`src/rtl/instr_fetch.sv`:
```
// instr_fetch: MIPS instruction fetch stage.
// Holds the program counter and fetches one instruction word per instruction
// over a variable-latency req/ack memory port. The word is held stable on
// instr for the decoder. The next PC is taken from the decoder's
// dobranch/dojump results, and the stage counts retired instructions.
//
// Ports:
//   clk          system clock, rising edge
//   reset        asynchronous active-high reset
//   imem_req     fetch request, high exactly while fetching
//   imem_addr    byte address of the word being fetched (equals pc)
//   imem_ack     memory returns valid data this cycle
//   imem_rdata   instruction word from memory
//   instr        registered instruction word for the decoder
//   instr_valid  instr is valid and being executed
//   pc           address of the current instruction
//   advance      datapath completes the current instruction at this edge
//   dobranch     take the PC-relative branch
//   dojump       take the absolute jump (has priority over dobranch)
//   retired      count of completed instructions (wraps)
module instr_fetch #(
  parameter logic [31:0] RESET_PC = 32'h0000_0000
) (
  input  logic        clk,
  input  logic        reset,
  output logic        imem_req,
  output logic [31:0] imem_addr,
  input  logic        imem_ack,
  input  logic [31:0] imem_rdata,
  output logic [31:0] instr,
  output logic        instr_valid,
  output logic [31:0] pc,
  input  logic        advance,
  input  logic        dobranch,
  input  logic        dojump,
  output logic [31:0] retired
);

  localparam int unsigned XLEN = 32;

  typedef enum logic {
    FETCH = 1'b0,
    HOLD  = 1'b1
  } state_t;

  state_t state;

  logic [XLEN-1:0] pc4;
  logic [XLEN-1:0] branch_off;
  logic [XLEN-1:0] branch_target;
  logic [XLEN-1:0] jump_target;
  logic [XLEN-1:0] next_pc;

  // Next-PC candidates, all derived from registered pc and instr only.
  assign pc4           = pc + XLEN'(4);
  assign branch_off    = {{14{instr[15]}}, instr[15:0], 2'b00};
  assign branch_target = pc4 + branch_off;
  assign jump_target   = {pc4[31:28], instr[25:0], 2'b00};

  // Jump wins over branch when both are asserted.
  always_comb begin
    next_pc = pc4;
    if (dojump) begin
      next_pc = jump_target;
    end else if (dobranch) begin
      next_pc = branch_target;
    end
  end

  // The address bus is the PC itself, so it stays stable until ack.
  assign imem_addr = pc;

  // Fetch/hold sequencer with registered status outputs.
  always_ff @(posedge clk or posedge reset) begin
    if (reset) begin
      state       <= FETCH;
      imem_req    <= 1'b1;
      instr_valid <= 1'b0;
      pc          <= RESET_PC;
      instr       <= '0;
      retired     <= '0;
    end else begin
      case (state)
        FETCH: begin
          // rdata is only looked at when the request is acknowledged.
          if (imem_ack) begin
            instr       <= imem_rdata;
            state       <= HOLD;
            imem_req    <= 1'b0;
            instr_valid <= 1'b1;
          end
        end
        HOLD: begin
          if (advance) begin
            pc          <= next_pc;
            retired     <= retired + XLEN'(1);
            state       <= FETCH;
            imem_req    <= 1'b1;
            instr_valid <= 1'b0;
          end
        end
        default: begin
          state       <= FETCH;
          imem_req    <= 1'b1;
          instr_valid <= 1'b0;
        end
      endcase
    end
  end

endmodule
```
`config.mk`:
```
export PLATFORM = sky130hd
export DESIGN_NAME = instr_fetch
export DESIGN_NICKNAME = d
export VERILOG_FILES = /design/src/rtl/instr_fetch.sv
export SDC_FILE = /design/constraint.sdc
export NUM_CORES = 1
export LEC_CHECK = 0
export ABC_CLOCK_PERIOD_IN_PS = 5500
export CELL_PAD_IN_SITES_DETAIL_PLACEMENT = 2
export CELL_PAD_IN_SITES_GLOBAL_PLACEMENT = 2
export CORE_AREA = 2 2 153 155
export CTS_CLUSTER_DIAMETER = 200
export DETAILED_ROUTE_END_ITERATION = 12
export DIE_AREA = 0 0 155 157
export PLACE_DENSITY_LB_ADDON = 0.1
export SYNTH_ARGS = -nofsm -noshare
export SYNTH_HDL_FRONTEND = slang
export SYNTH_SLANG_ARGS = --single-unit
```
`constraint.sdc`:
```
create_clock -name clk -period 5.5 [get_ports clk]
set_input_delay 1.1 -clock clk [delete_from_list [all_inputs] [get_ports clk]]
set_output_delay 1.1 -clock clk [all_outputs]
set_load 0.02 [all_outputs]
```
[After elaboration in Yosys (flattened, before gate mapping)]
Cells that the tools add are included.
Operators by class
  bitwise operators: 1
  mux-type cells: 11
  reductions and logical operators: 3
  add/sub/neg operators: 3
  eq/ne operators: 2
Operators with widths (count)
  $mux 32: 2
  $add 32x1->32 const B: 1
  $add 32x3->32 const B: 1
  $add 32x32->32: 1
  $mux 1: 6
  $pmux 1 s2: 3
  $reduce_and 2->1: 3
  $ne 2x2->1 const B: 2
  $not 1->1: 1
Word-level totals
  output and inout bits: 130
  word-level logic and storage cells: 26
  bits in registers: 99

[Logic depth before layout (Yosys ltp)]
Gate-level depths: netlist (run 1).
  word-level depth: 4
  mapped depth: 17

[Worst setup path before layout (run 1)]
Ideal clock, no wire load.
  path kind: flip-flop to flip-flop
  from: register pc[8] (netlist: imem_addr[8])
  to: register pc[31] (netlist: imem_addr[31])
  slack: 1.414 ns
  data required time: 5.374 ns
  period minus slack after synthesis: 4.086 ns
  buffers on the path: 0
  setup time: 0.126 ns
  arrival: 3.960 ns
  stages on the path, launching flop included: 17
  path through: dfrtp_1 -> and4_1 -> and4_1 -> nand4_1 -> nor2_1 -> nand2_1 -> xnor2_1 -> ha_1 -> nand2_1 -> or4_1 -> or2_0 -> o22ai_2 -> o21a_1 -> o41ai_4 -> or4b_1 -> nand4_1 -> nand3_1
Between the ends
  longest elaborated chain between the ends: 4
RTL lines
  start: declaration: RTL line 32  | output logic [31:0] pc,
  start signal: assignment: RTL line 95  | pc <= next_pc;
  $add 32x3->32 *: RTL line 55  | assign pc4 = pc + XLEN'(4);
  $add 32x32->32: RTL line 57  | assign branch_target = pc4 + branch_off;
  $mux 32: RTL line 65  | end else if (dobranch) begin
  $mux 32 *: RTL line 63  | if (dojump) begin
Every way passes the cells marked *; elsewhere a longest branch is shown, timed or not.
A chain may end at the register's enable or synchronous reset.

[Worst setup path after layout (run 1)]
Same ends and word-level chain as after synthesis.

==> reports/qor.txt, run 1 <==
status: completed
top_reg_cell synth: dfrtp_1
grt total ovfl: 0
nets@finish: 940
Die ar.: 24300 um^2
largest net degree at the start of global routing: 63
startpoint types: flop
starting density of the core: 29.9%
Final ANT Viol Nets: 0
Port Buffer Count: 163
PostCTS Resize Cnt: 0
Sum Neg Setup Slack: 0 ns
Fmax: 214 MHz
Static Leak: 3.62 nW
Async S/R FF share, synth: 100%
total CTS buffers: 9
final worst path period share: 85.0%
hold buffer count at CTS: 0
Worst Path Max Fanout: 8
Ys Warns: 0
unrepaired setup endpoints after global routing: no
Hold Crit Class: reg -> reg
first drt pass iteration count: 4
routability cong.: 0.848
Routed wire per std cell: 20.8 um
average cell area after synthesis: 9.16 um^2
antenna violations before repair: 0
Final Instance Area: 8770 um^2
Die W: 155 um
Least-Margin Pin Slew: 1.12 ns
Post-synth EDFFs: 0
Seq cells post-synth: 97
CTS tree: yes
CP arrival: 4.91 ns
Die Ht: 157 um
hold depth: 1
Netlist cell types: 64
Placed Area: 8460 um^2
sequential-to-total area share from yosys stat: 36.1%
core area: 22500 um^2
via/cell ratio: 5.27
fin crit period: 4.67 ns
Clk Latency, worst-skew pair: 0.36 ns
CP startpoint: imem_addr[8]$_DFFE_PP0P_
post-CTS setup buffer count: 0
Reg-to-Reg Start: imem_addr[8]$_DFFE_PP0P_
GRT Overall Usage: 20.4%
Synth-to-Final Area Change: 30.4%
io pins: 168
HP Start: retired[15]$_DFFE_PP0P_
clock tree buffer depth: 2
Syn Std Cell Area: 6720 um^2
final hold violations: 0
DR DRC count: 0
FF-to-FF path depth: 16
H-Tree Depth: 3
Cell Pwr Density: 535 nW/um^2
CP required: 5.74 ns
Routed Wire Length: 24000 um
num rows: 55
first-pass GRT wire length: 39000 um
post-synthesis cell count: 734
Antenna Cells: 0
root buffer cell: clkbuf_16
vias in the first global route: 6739
Max Slew Vio Count: 0
Max-cap violations: 0
Final Setup Violations: 0
crit path capture type: flop
layout cell share with drive strength beyond 1: 8.76%
Crit Path Class: reg -> reg
Clock Pin Slew Worst Setup and Hold Paths: 0.08 ns
post-detail-place hpwl: 17800 um
skew final: 0.0121 ns
worst ir drop on vdd: 0.000222 V
clk sinks: 97
First DRT Iteration DRCs: 234
via count: 6076
worst relative slew slack: 25.0%
-- registers in the layout, indices dropped and copies added, names as in the netlist --
name         count
instr           32
retired         32
imem_addr       30
imem_req         1
instr_valid      1
state            1
-- through the flow --
stage	power, mW	std cells	setup WS, ns	utilization (%)	hold slack, ns
6_report	4.69	1153	0.827	39.0	0.504
5_1_grt	5.07	1153	0.463	39.0	0.523
4_1_cts	4.74	1153	0.805	39.0	0.509
3_5_place_dp	4.04	1137	0.815	37.6	0.485
3_3_place_gp	3.95	1137	1.04	37.6	0.475
2_1_floorplan	3.04	737	1.41	-	0.498
-- worst max-delay path, cell delays in order, from the launching register on --
cell     delay [ns]
dfrtp_1        0.51
and4_1         0.33
and4_1         0.28
nand4_1        0.24
nor2_1         0.45
nand2_1        0.13
xnor2_1        0.20
ha_1           0.37
nand2_1        0.11
or4_1          0.53
or2_0          0.23
o22ai_2        0.17
o21a_1         0.20
o41ai_4        0.11
or4b_1         0.51
nand4_1        0.09
nand3_1        0.08
-- layout make-up --
type	count	area (um^2)
Timing Repair Buffer	173	1710
Clock inverter	7	81.3
Clock buffer	9	225
Fill cell	2460	13700
Tap cell	285	357
Multi-Input combinational cell	573	3930
Inverter	9	36.3
Sequential cell	97	2430
-- metal layers --
layer  part of all wire, %  global-route usage, %  vias up
met2                    49                   35.6      121
met3                   4.0                   3.85       10
li1                      -                      -     2845
met1                    46                   26.6     3100
met5                     0                      0        -
met4                  0.85                   3.70        0
-- path summary, 6_finish.rpt --
path | slack [ns] | end
setup / recovery | 0.83 | imem_addr[31]$_DFFE_PP0P_
hold / removal | 0.50 | retired[15]$_DFFE_PP0P_
max in group asynchronous | 3.17 | imem_req$_DFFE_PP1P_
setup reg to reg | 0.83 | imem_addr[31]$_DFFE_PP0P_
hold reg to reg | 0.50 | retired[15]$_DFFE_PP0P_
min in group asynchronous | 1.25 | imem_addr[7]$_DFFE_PP0P_
-- power breakdown --
group	leakage [nW]	switching, mW	internal, mW	total (mW)
logic	2.26	1.57	1.28	2.84
registers	1.20	0.289	0.887	1.18
clock network	0.150	0.346	0.326	0.671
total	3.62	2.20	2.49	4.69
-- cells in the mapped netlist, types with 4 or more instances --
library cell / instances / area share [%]
dfrtp_1: 96 / 36
clkbuf_1: 16 / 0.89
a211oi_1: 10 / 1.1
nor2_1: 61 / 3.4
o211ai_1: 12 / 1.3
and3_1: 10 / 0.93
mux2_2: 32 / 5.4
xnor2_1: 49 / 6.4
nand3_1: 28 / 2.1
ha_1: 38 / 7.1
o31ai_1: 6 / 0.67
a21oi_1: 39 / 2.9
a21o_1: 9 / 1.0
o22ai_1: 4 / 0.37
or2_2: 6 / 0.56
inv_1: 8 / 0.45
and4_1: 7 / 0.91
nand4_1: 17 / 1.6
and2_1: 6 / 0.56
nand2b_1: 5 / 0.47
o21ai_0: 38 / 2.8
xor2_1: 28 / 3.6
buf_4: 34 / 3.8
o21a_1: 9 / 1.0
nor2b_1: 6 / 0.56
nand2_1: 82 / 4.6
buf_1: 8 / 0.45
mux2i_1: 8 / 1.2
nor3_1: 13 / 0.97
-- logic make-up (layout without fill, tap and decap cells) --
family | count (synthesis) | after routing | synth area share, %
simple gates | 247 | 247 | 17.3
other cells | 1 | 4 | 0.0558
flops | 97 | 97 | 36.1
mux | 40 | 40 | 6.55
compound gates | 166 | 166 | 17.0
fa+ha+maj | 39 | 39 | 7.37
buf+inv | 67 | 198 | 5.64
xor+xnor | 77 | 77 | 10.0
-- cell usage in the layout (no fill, tap or decap), types with 4 or more instances in the layout --
master	n
dfrtp_1	96
o21ai_0	38
and3_1	10
o22ai_1	4
nand2b_1	5
conb_1	4
buf_4	10
a21oi_1	39
clkdlybuf4s50_1	163
or2_2	6
nand2_1	82
xnor2_1	49
nand3_1	28
xor2_1	28
o21a_1	9
inv_1	7
o31ai_1	6
a211oi_1	10
mux2i_1	8
nor2_1	61
ha_1	38
and2_1	6
nor3_1	13
a21o_1	9
o211ai_1	12
and4_1	7
nand4_1	17
mux2_2	32
nor2b_1	5
clkbuf_16	9
Note: power is estimated with default switching activity, not from simulation.
==> run 2: changes to the inputs <==
--- a/config.mk
+++ b/config.mk
@@ -5,7 +5,7 @@
 export SDC_FILE = /design/constraint.sdc
 export NUM_CORES = 1
 export LEC_CHECK = 0
-export ABC_CLOCK_PERIOD_IN_PS = 5500
+export ABC_CLOCK_PERIOD_IN_PS = 4400
 export CELL_PAD_IN_SITES_DETAIL_PLACEMENT = 2
 export CELL_PAD_IN_SITES_GLOBAL_PLACEMENT = 2
 export CORE_AREA = 2 2 153 155
==> constraint.sdc (replaced) <==
create_clock -name clk -period 4.4 [get_ports clk]
set_input_delay 0.88 -clock clk [delete_from_list [all_inputs] [get_ports clk]]
set_output_delay 0.88 -clock clk [all_outputs]
set_load 0.02 [all_outputs]
==> run 2 against run 1 <==
Against the previous run: first-iteration DRC count rose by 1.7%; die area is the same; non-clock buffer count grew 31; sequential share of layout area down 0.82 points; core utilization is 1.3 points higher; largest cell class unchanged; critical endpoint unchanged; critical path depth unchanged; critical path type unchanged; final area rose by 3.2%.
==> reports/qor.txt, run 2 (synthesis gave the netlist of run 1 again) <==
worst ir drop on vdd: 0.000258 V (was 0.000222 V)
first drt pass iteration count: 4 (unchanged)
P_sw: 2.83 mW (was 2.20 mW)
skew final: 0.0102 ns (was 0.0121 ns)
layout cell share with drive strength beyond 1: 13.1% (was 8.76%)
sequential share of power: 23.6% (was 25.1%)
H-Tree Depth: 3 (unchanged)
Die ar.: 24300 um^2 (unchanged)
clk sinks: 97 (unchanged)
Reg-to-Reg Start: imem_addr[11]$_DFFE_PP0P_ (was imem_addr[8]$_DFFE_PP0P_)
post-route setup slack: 0.231 ns (was 0.827 ns)
Max-cap violations: 0 (unchanged)
GRT Overall Usage: 20.9% (was 20.4%)
CTS tree: yes (unchanged)
via/cell ratio: 5.29 (was 5.27)
First DRT Iteration DRCs: 238 (was 234)
Die Ht: 157 um (unchanged)
hold buffer count at CTS: 0 (unchanged)
nets@finish: 971 (was 940)
Seq. cell area: 2430 um^2 (about the same)
Worst Path Max Fanout: 5 (was 8)
first-pass GRT wire length: 40100 um (was 39000 um)
vias in the first global route: 6935 (was 6739)
Die W: 155 um (unchanged)
Hold Crit Class: reg -> reg (unchanged)
Crit Path Class: reg -> reg (unchanged)
num rows: 55 (unchanged)
Clk Latency, worst-skew pair: 0.37 ns (was 0.36 ns)
Final Setup Violations: 0 (unchanged)
via count: 6272 (was 6076)
final worst path period share: 94.8% (was 85.0%)
Switching Fraction: 46.6% (was 46.9%)
fin crit period: 4.17 ns (was 4.67 ns)
largest net degree at the start of global routing: 60 (was 63)
Clk pwr share: 14.1% (was 14.3%)
clock tree buffer depth: 2 (unchanged)
Reg2Reg Capture Point: imem_addr[31]$_DFFE_PP0P_ (unchanged)
footprint of the multi-input gates: 3980 um^2 (was 3930 um^2)
Final Instance Area: 9050 um^2 (was 8770 um^2)
Max Slew Vio Count: 0 (unchanged)
FF-to-FF path depth: 16 (unchanged)
Clock Pin Slew Worst Setup and Hold Paths: 0.08 ns (about the same)
Internal Power: 3.24 mW (was 2.49 mW)
Final ANT Viol Nets: 0 (unchanged)
final hold violations: 0 (unchanged)
antenna violations before repair: 1 (was 0)
hold depth: 1 (unchanged)
root buffer cell: clkbuf_16 (unchanged)
Static Leak: 3.79 nW (was 3.62 nW)
CP required: 4.65 ns (was 5.74 ns)
commonest non-fill, non-tap cell in the layout: clkdlybuf4s50_1 (unchanged)
Routed wire per std cell: 20.8 um (about the same)
DR DRC count: 0 (unchanged)
setup slack, reg-to-reg: 0.23 ns (was 0.83 ns)
routability cong.: 0.815 (was 0.848)
Least-Margin Pin Slew: 0.820 ns (was 1.12 ns)
Fmax: 240 MHz (was 214 MHz)
crit path capture type: flop (unchanged)
core area: 22500 um^2 (unchanged)
Cell Pwr Density: 670 nW/um^2 (was 535 nW/um^2)
post-detail-place hpwl: 18700 um (was 17800 um)
Placed Area: 8630 um^2 (was 8460 um^2)
commonest cells after routing, fill and taps aside: clkdlybuf4s50_1, dfrtp_1, nand2_1 (unchanged)
total CTS buffers: 9 (unchanged)
worst relative slew slack: 45.3% (was 25.0%)
startpoint types: flop (unchanged)
status: completed (unchanged)
HP Start: retired[28]$_DFFE_PP0P_ (was retired[15]$_DFFE_PP0P_)
starting density of the core: 29.9% (unchanged)
Routed Wire Length: 24600 um (was 24000 um)
io pins: 168 (unchanged)
Min-Delay Endpoint: retired[28]$_DFFE_PP0P_ (was retired[15]$_DFFE_PP0P_)
pre-CTS setup slack: 0.0187 ns (was 0.815 ns)
Logic pwr share: 62.3% (was 60.6%)
Synth-to-Final Area Change: 34.6% (was 30.4%)
Port Buffer Count: 163 (unchanged)
CP arrival: 4.42 ns (was 4.91 ns)
grt total ovfl: 0 (unchanged)
Filler Cell Count: 2442 (was 2460)
[run 2: worst max path at each step]
stage / slack [ns] / to / from / cells after the start
after CTS: 0.03 / imem_addr[31]$_DFFE_PP0P_ / imem_addr[10]$_DFFE_PP0P_ / 16
after detailed placement: 0.02 / imem_addr[31]$_DFFE_PP0P_ / imem_addr[10]$_DFFE_PP0P_ / 16
after global routing: -0.02 / imem_addr[31]$_DFFE_PP0P_ / imem_addr[11]$_DFFE_PP0P_ / 16
after global placement: 0.25 / imem_addr[31]$_DFFE_PP0P_ / imem_addr[10]$_DFFE_PP0P_ / 16
final: 0.23 / imem_addr[31]$_DFFE_PP0P_ / imem_addr[11]$_DFFE_PP0P_ / 16
after floorplan: 0.31 / imem_addr[31]$_DFFE_PP0P_ / imem_addr[8]$_DFFE_PP0P_ / 16
[run 2: final cells by class]
| type | instances | share of cell area [%] |
|---|---|---|
| diodes | 1 | 0.0276 |
| clock buffers | 9 | 2.49 |
| well taps | 285 | 3.94 |
| clock inverters | 7 | 0.926 |
| repair buffers | 204 | 21.4 |
| inverters | 9 | 0.401 |
| flip-flops and latches | 97 | 26.9 |
| multi-input cells | 573 | 43.9 |
[run 2: per-stage QoR]
stage	TNS (ns)	hold slack (ns)	power, mW	std cells	utilization [%]
detailed placement	0	0.486	5.17	1160	38.4
floorplan	0	0.498	3.80	737	-
global placement	0	0.475	5.05	1160	38.4
global route	-0.0488	0.528	6.52	1184	40.2
CTS	0	0.505	6.06	1177	39.8
finish	0	0.493	6.06	1185	40.2
[run 2: what timing repair did]
item                                    4_1_cts  5_1_grt
endpoints found under the setup margin        1        7
setup buffers                                 1        7
gates resized for setup                       0       13
pin swaps                                     1        3
[run 2: per-layer routing]
| layer | part of all wire (%) | up-vias | global-route usage [%] | wire (um) |
|---|---|---|---|---|
| met5 | 0 | - | 0 | 0 |
| met2 | 49 | 116 | 36.3 | 12100 |
| met4 | 1.2 | 0 | 5.16 | 302 |
| li1 | - | 2921 | - | - |
| met3 | 4.0 | 20 | 3.63 | 978 |
| met1 | 46 | 3215 | 27.0 | 11300 |
[run 2: critical path, stage by stage (launching register included)]
cell	delay, ns
dfrtp_2	0.40
and4_4	0.25
and4_2	0.28
nand4_1	0.17
buf_4	0.20
nor3_1	0.20
xor2_1	0.13
ha_1	0.39
nand2_1	0.12
or4_1	0.53
or2_0	0.23
o22ai_2	0.19
o21a_1	0.19
o41ai_4	0.10
or4b_1	0.52
nand4_1	0.09
nand3_1	0.07
[run 2: power groups by stage]
stage / registers [mW] / logic [mW] / clock network, mW
after floorplan: 1.65 / 2.14 / 0
final: 1.43 / 3.78 / 0.853
after CTS: 1.45 / 3.74 / 0.877
after detailed placement: 1.46 / 3.71 / 0
after global routing: 1.49 / 4.13 / 0.906
after global placement: 1.44 / 3.61 / 0
